$ cat src/rtl/program_sequencer_pkg.sv
// Shared processor-wide types and widths for the program sequencer and its
// processor-facing interface.
package program_sequencer_pkg;

  localparam int INSTR_W = 32;
  localparam int PC_W    = 3;
  localparam int REG_W   = 5;
  localparam int DEPTH   = 2 ** PC_W;

  typedef enum logic [1:0] {
    IDLE = 2'd0,
    LOAD = 2'd1,
    RUN  = 2'd2,
    DONE = 2'd3
  } seq_state_t;

endpackage

$ cat src/rtl/program_sequencer_if.sv
// Load/run handshake between the sequencer (master) and the mini processor
// (slave).
interface program_sequencer_if import program_sequencer_pkg::*; ();

  logic [INSTR_W-1:0] proc_instr;
  logic               proc_instr_valid;
  logic [PC_W-1:0]    proc_load_pc;
  logic               proc_run;
  logic [PC_W-1:0]    proc_max_pc;
  logic [REG_W-1:0]   proc_out_reg;
  logic               proc_done;
  logic [PC_W-1:0]    proc_pc_final;

  modport master (
    output proc_instr, proc_instr_valid, proc_load_pc, proc_run,
           proc_max_pc, proc_out_reg,
    input  proc_done, proc_pc_final
  );

  modport slave (
    input  proc_instr, proc_instr_valid, proc_load_pc, proc_run,
           proc_max_pc, proc_out_reg,
    output proc_done, proc_pc_final
  );

endinterface

$ cat src/rtl/program_sequencer_seq_instr_buf.sv
// Instruction buffer: one synchronous write port, one combinational read port.
// Contents are deliberately not reset so a program survives rst.
module seq_instr_buf #(
  parameter int DEPTH = 8,
  parameter int AW    = 3,
  parameter int W     = 32
) (
  input  logic          clk,
  input  logic          we,
  input  logic [AW-1:0] waddr,
  input  logic [W-1:0]  wdata,
  input  logic [AW-1:0] raddr,
  output logic [W-1:0]  rdata
);

  logic [W-1:0] mem [DEPTH];

  always_ff @(posedge clk) begin
    if (we) mem[waddr] <= wdata;
  end

  assign rdata = mem[raddr];

endmodule

$ cat src/rtl/program_sequencer.sv
// Sequencer between host and mini processor: buffers a program, streams it
// into the processor's load port, then supervises the run under a timeout.
module program_sequencer import program_sequencer_pkg::*; #(
  parameter int unsigned TIMEOUT_CYCLES = 64
) (
  input  logic                clk,
  input  logic                rst,
  input  logic                prog_we,
  input  logic [PC_W-1:0]     prog_addr,
  input  logic [INSTR_W-1:0]  prog_data,
  input  logic                start,
  input  logic [PC_W:0]       num_instr,
  input  logic [REG_W-1:0]    out_reg,
  output logic                busy,
  output logic                done,
  output logic                timeout_err,
  output logic                len_err,
  output logic [PC_W-1:0]     final_pc,
  output logic [7:0]          run_cycles,
  program_sequencer_if.master proc
);

  localparam logic [PC_W:0] DEPTH_N  = (PC_W + 1)'(DEPTH);
  localparam logic [7:0]    TIMEOUT8 = 8'(TIMEOUT_CYCLES);

  seq_state_t         state, state_next;
  logic [PC_W-1:0]    idx;
  logic [PC_W-1:0]    max_pc_q;
  logic [REG_W-1:0]   out_reg_q;
  logic [INSTR_W-1:0] rd_data;
  logic [7:0]         run_inc;
  logic               n_legal;
  logic               accept;
  logic               len_bad;
  logic               finish_ok;
  logic               expire;
  logic               buf_we;

  // Buffer writes only land while idle, so a running program cannot be altered.
  assign buf_we  = (state == IDLE) && prog_we;
  assign n_legal = (num_instr != '0) && (num_instr <= DEPTH_N);
  assign run_inc = (run_cycles == 8'hFF) ? 8'hFF : run_cycles + 8'd1;

  seq_instr_buf #(
    .DEPTH (DEPTH),
    .AW    (PC_W),
    .W     (INSTR_W)
  ) u_buf (
    .clk   (clk),
    .we    (buf_we),
    .waddr (prog_addr),
    .wdata (prog_data),
    .raddr (idx),
    .rdata (rd_data)
  );

  always_ff @(posedge clk or posedge rst) begin
    if (rst) state <= IDLE;
    else     state <= state_next;
  end

  always_comb begin
    state_next = state;
    accept     = 1'b0;
    len_bad    = 1'b0;
    finish_ok  = 1'b0;
    expire     = 1'b0;
    case (state)
      IDLE: begin
        if (start) begin
          if (n_legal) begin
            accept     = 1'b1;
            state_next = LOAD;
          end else begin
            len_bad = 1'b1;
          end
        end
      end
      LOAD: begin
        if (idx == max_pc_q) state_next = RUN;
      end
      // Completion is checked before expiry so a late proc_done still wins.
      RUN: begin
        if (proc.proc_done) begin
          finish_ok  = 1'b1;
          state_next = DONE;
        end else if (run_inc >= TIMEOUT8) begin
          expire     = 1'b1;
          state_next = IDLE;
        end
      end
      DONE:    state_next = IDLE;
      default: state_next = IDLE;
    endcase
  end

  always_ff @(posedge clk or posedge rst) begin
    if (rst) begin
      idx         <= '0;
      max_pc_q    <= '0;
      out_reg_q   <= '0;
      run_cycles  <= '0;
      final_pc    <= '0;
      timeout_err <= 1'b0;
      len_err     <= 1'b0;
    end else begin
      len_err <= len_bad;
      if (accept) begin
        idx         <= '0;
        max_pc_q    <= num_instr[PC_W-1:0] - PC_W'(1);
        out_reg_q   <= out_reg;
        run_cycles  <= '0;
        final_pc    <= '0;
        timeout_err <= 1'b0;
      end
      if (state == LOAD) idx <= idx + PC_W'(1);
      if (state == RUN) run_cycles <= run_inc;
      if (finish_ok) final_pc <= proc.proc_pc_final;
      if (expire) timeout_err <= 1'b1;
    end
  end

  assign busy                  = (state != IDLE);
  assign done                  = (state == DONE);
  assign proc.proc_instr_valid = (state == LOAD);
  assign proc.proc_instr       = (state == LOAD) ? rd_data : '0;
  assign proc.proc_load_pc     = (state == LOAD) ? idx : '0;
  assign proc.proc_run         = (state == RUN);
  assign proc.proc_max_pc      = max_pc_q;
  assign proc.proc_out_reg     = out_reg_q;

endmodule

$ cat src/flat_wrapper.sv
// flat-port wrapper written by rule: the top's interface ports become plain ports
module program_sequencer_flat import program_sequencer_pkg::*;
#(
  parameter int unsigned TIMEOUT_CYCLES = 64
)
  (clk, rst, prog_we, prog_addr, prog_data, start, num_instr, out_reg, busy, done, timeout_err, len_err, final_pc, run_cycles, proc_proc_instr, proc_proc_instr_valid, proc_proc_load_pc, proc_proc_run, proc_proc_max_pc, proc_proc_out_reg, proc_proc_done, proc_proc_pc_final);
  program_sequencer_if proc_i ();
  input  logic clk;
  input  logic rst;
  input  logic prog_we;
  input  logic [PC_W-1:0] prog_addr;
  input  logic [INSTR_W-1:0] prog_data;
  input  logic start;
  input  logic [PC_W:0] num_instr;
  input  logic [REG_W-1:0] out_reg;
  output logic busy;
  output logic done;
  output logic timeout_err;
  output logic len_err;
  output logic [PC_W-1:0] final_pc;
  output logic [7:0] run_cycles;
  output wire logic [$bits(proc_i.proc_instr)-1:0] proc_proc_instr;
  output wire logic [$bits(proc_i.proc_instr_valid)-1:0] proc_proc_instr_valid;
  output wire logic [$bits(proc_i.proc_load_pc)-1:0] proc_proc_load_pc;
  output wire logic [$bits(proc_i.proc_run)-1:0] proc_proc_run;
  output wire logic [$bits(proc_i.proc_max_pc)-1:0] proc_proc_max_pc;
  output wire logic [$bits(proc_i.proc_out_reg)-1:0] proc_proc_out_reg;
  input wire logic [$bits(proc_i.proc_done)-1:0] proc_proc_done;
  input wire logic [$bits(proc_i.proc_pc_final)-1:0] proc_proc_pc_final;
  assign proc_proc_instr = proc_i.proc_instr;
  assign proc_proc_instr_valid = proc_i.proc_instr_valid;
  assign proc_proc_load_pc = proc_i.proc_load_pc;
  assign proc_proc_run = proc_i.proc_run;
  assign proc_proc_max_pc = proc_i.proc_max_pc;
  assign proc_proc_out_reg = proc_i.proc_out_reg;
  assign proc_i.proc_done = proc_proc_done;
  assign proc_i.proc_pc_final = proc_proc_pc_final;
  program_sequencer #(.TIMEOUT_CYCLES(TIMEOUT_CYCLES)) u_core (.clk(clk), .rst(rst), .prog_we(prog_we), .prog_addr(prog_addr), .prog_data(prog_data), .start(start), .num_instr(num_instr), .out_reg(out_reg), .busy(busy), .done(done), .timeout_err(timeout_err), .len_err(len_err), .final_pc(final_pc), .run_cycles(run_cycles), .proc(proc_i));
endmodule
$ cat config.mk
export PLATFORM = sky130hd
export DESIGN_NAME = program_sequencer_flat
export DESIGN_NICKNAME = d
export VERILOG_FILES = /design/src/rtl/program_sequencer_pkg.sv /design/src/rtl/program_sequencer_if.sv /design/src/rtl/program_sequencer_seq_instr_buf.sv /design/src/rtl/program_sequencer.sv /design/src/flat_wrapper.sv
export SDC_FILE = /design/constraint.sdc
export NUM_CORES = 1
export LEC_CHECK = 0
export ABC_CLOCK_PERIOD_IN_PS = 6200
export CAP_MARGIN = 20
export CELL_PAD_IN_SITES_DETAIL_PLACEMENT = 2
export CELL_PAD_IN_SITES_GLOBAL_PLACEMENT = 2
export CORE_MARGIN = 5
export CORE_UTILIZATION = 40
export CTS_CLUSTER_SIZE = 20
export DETAILED_ROUTE_END_ITERATION = 8
export PLACE_DENSITY_LB_ADDON = 0.1
export SLEW_MARGIN = 25
export SYNTH_ARGS = -nofsm -noshare
export SYNTH_HDL_FRONTEND = slang
export SYNTH_SLANG_ARGS = --single-unit
$ cat constraint.sdc
create_clock -name clk -period 6.2 [get_ports clk]
set_clock_uncertainty 0.1 [all_clocks]
set_input_delay 1.86 -clock clk [delete_from_list [all_inputs] [get_ports clk]]
set_output_delay 1.86 -clock clk [all_outputs]
set_load 0.03 [all_outputs]
==> results by group <==
GRT
  • Remaining global-route overflow: 0
  • Initial antenna violation count: 1
  • Vias in the first global route: 6470
  • Largest net degree at the start of global routing: 69
  • Global-route wire length before repair: 43400 um
  • GRT Util Overall: 0.184

STA
  • Measured slew at the worst slew-check pin: 1.06 ns
  • Setup WS post-layout: 1.01 ns
  • Unrepaired setup endpoints after global routing: false
  • Number of hold violations in the final report: 0
  • Final setup fails: 0
  • Max Slew Vio Count: 0
  • Fin crit share: 0.837
  • Fin Hold WS: 0.387 ns
  • Slew headroom: 0.290
  • Tmin final: 5.19 ns
  • Max Freq: 193 MHz
  • Total negative setup slack: 0 ns

Synthesis
  • Yosys cell types: 43
  • Area contributors post-synth: edfxtp_1 (69%), mux4_2 (9.5%), dfrtp_1 (5.8%), mux4_1 (4.0%), mux2i_1 (3.1%)
  • Yosys warns: 0
  • Fraction of registers with async set/reset: 0.0922
  • Synth Area per Inst: 20.3 sq um
  • Post-Syn Nets: 604
  • Post-Syn Area: 11200 sq um
  • Top-area cell type share of the netlist area: 0.688
  • Synth area leader: edfxtp_1
  • Sequential fraction of the synthesis area: 0.746
  • Main synth FF type: edfxtp_1
  • Post-Synthesis Cells: 549
  • Post-synth EDFFs: 256
  • Synth Register Bits: 282

Clock network
  • CTS Sinks: 282
  • Post-CTS sizing: 0
  • Max Root-Sink Buffers: 3
  • Clock transition at path regs: 0.06 ns
  • CTS Buf Count: 31
  • Clock Latency Late Sink: 0.55 ns
  • CTS tree: yes
  • Post-CTS Setup Inserts: 0
  • Clk root buf: clkbuf_16
  • Post-CTS Hold Fix Bufs: 0
  • H-tree levels: 1

Final layout
  • Max FFs per register: 256
  • Leading cell type in the layout, fill and taps excluded: edfxtp_1
  • Nets: 741
  • Post-Layout Cell Count: 1087
  • Final core utilization: 0.499
  • Antenna fix cells: 0
  • Filler Cells Inserted: 2454
  • Fin area: 13800 sq um
  • Most frequent cells in the layout: edfxtp_1 (256), clkdlybuf4s50_1 (111), mux4_2 (47)
  • P&R area growth vs syn: 23.7%
  • Layout cell share with drive strength beyond 1: 0.183

Worst setup path
  • Worst setup SP type: flop
  • CP max-delay cell: dfrtp_4
  • WP data arrival: 3.23 ns
  • Crit path largest cell delay: 0.75 ns
  • Crit Path Class: reg2out
  • CP Cell Sequence: buf_4, mux4_1, mux2i_1, nor2_1, clkdlybuf4s50_1
  • Worst-path maximum fanout: 26
  • CP Data Required Time: 4.24 ns
  • CP Capture Type: output pin

Place
  • Area after detailed placement: 12800 sq um
  • PortBufs: 111
  • DP Cell Count: 1031
  • DP Worst Slack: 1.52 ns
  • GP Congestion: 0.714
  • Half-perimeter wire length after placement: 17000 um

Floorplan
  • Row cnt: 61
  • Die Wd: 177 um
  • Die area: 31400 sq um
  • Core footprint: 27700 sq um
  • # IOs: 112
  • Starting density of the core: 0.403
  • DIE HEIGHT: 177 um

Drt
  • DRT iter0 DRCs: 399
  • Drt pass-1 iters: 4
  • WL/cell: 26.1 um
  • DRC: 0
  • ANT nets after route: 0
  • Via count: 5725
  • Final WL: 28300 um
  • Via/cell ratio: 5.27

Run
  • Max-cap viol count: 0

Pwr
  • Peak supply drop: 0.000195 V
  • Total power: 6.18 mW
  • P_leak: 4.58 nW
  • PwrDens: 447 nW/um^2

Status
  • Status: finished clean

Worst hold path
  • Hold WC Path Type: reg2reg
==> layer usage <==
layer  vias to the layer above  part of all wire  wire length, um  track usage
met4                         2             0.015              432       0.0332
li1                       2504                 -                -            -
met3                        32             0.049             1380       0.0273
met5                         -           0.00046               13            0
met1                      3044              0.42            11900        0.251
met2                       143              0.52            14700        0.322
==> cells in the mapped netlist (6+ instances only) <==
| library cell | number |
|---|---|
| edfxtp_1 | 256 |
| mux4_2 | 47 |
| nor2_1 | 45 |
| mux2i_1 | 35 |
| dfrtp_1 | 26 |
| mux4_1 | 17 |
| nand2_1 | 14 |
| o21ai_1 | 12 |
| nor3_1 | 10 |
| inv_1 | 7 |
| nand3_1 | 7 |
| buf_2 | 6 |
| clkbuf_1 | 6 |
| nand2b_1 | 6 |
==> kinds of logic (layout without fill, tap and decap cells) <==
kind of cell,count (synthesis),count (layout),share of synthesized area
DFF,282,282,0.746
muxes,104,104,0.171
adders and majority gates,3,3,0.00336
and+or+nand+nor,93,93,0.0384
xor gates and xnor gates,6,6,0.00538
buffers and inverters,34,194,0.0209
AOI/OAI and AO/OA,27,27,0.0143
==> worst paths after layout <==
check / end / depth (start not counted) / start / slack [ns]
setup reg to reg: u_core.u_buf.mem[3][0]$_DFFE_PP_ / 4 / u_core.state[0]$_DFFE_PP0P_ / 3.47
max in group asynchronous: u_core.idx[0]$_DFFE_PP0P_ / 2 / rst / 3.94
hold / removal: u_core.proc.proc_out_reg[3]$_DFFE_PP0P_ / 1 / u_core.proc.proc_out_reg[3]$_DFFE_PP0P_ / 0.39
hold reg to reg: u_core.proc.proc_out_reg[3]$_DFFE_PP0P_ / 1 / u_core.proc.proc_out_reg[3]$_DFFE_PP0P_ / 0.39
setup / recovery: proc_proc_instr[20] / 5 / u_core.idx[0]$_DFFE_PP0P_ / 1.01
min in group asynchronous: u_core.run_cycles[4]$_DFFE_PP0P_ / 2 / rst / 1.60
==> power by group <==
group / internal (mW) / leakage [nW] / switching [mW]
Sequential: 2.20 / 2.65 / 0.205
Combinational: 0.877 / 1.42 / 1.00
Clock: 1.15 / 0.514 / 0.743
==> critical path, delay by kind of cell, from the launching register on <==
family,cells,cell delay (ns)
buf+inv,2,1.06
flops,1,0.75
mux,2,0.79
simple gates,1,0.06
==> final cells by class <==
class                   instances  area, sq um  share of cell area
clock buffers                  32          779              0.0564
multi-input cells             233         2660               0.192
well taps                     378          473              0.0342
inverters                       9         33.8             0.00244
clock inverters                24          265              0.0192
flip-flops and latches        282         8350               0.604
repair buffers                129         1270              0.0916
(Power assumes the default switching activity.)
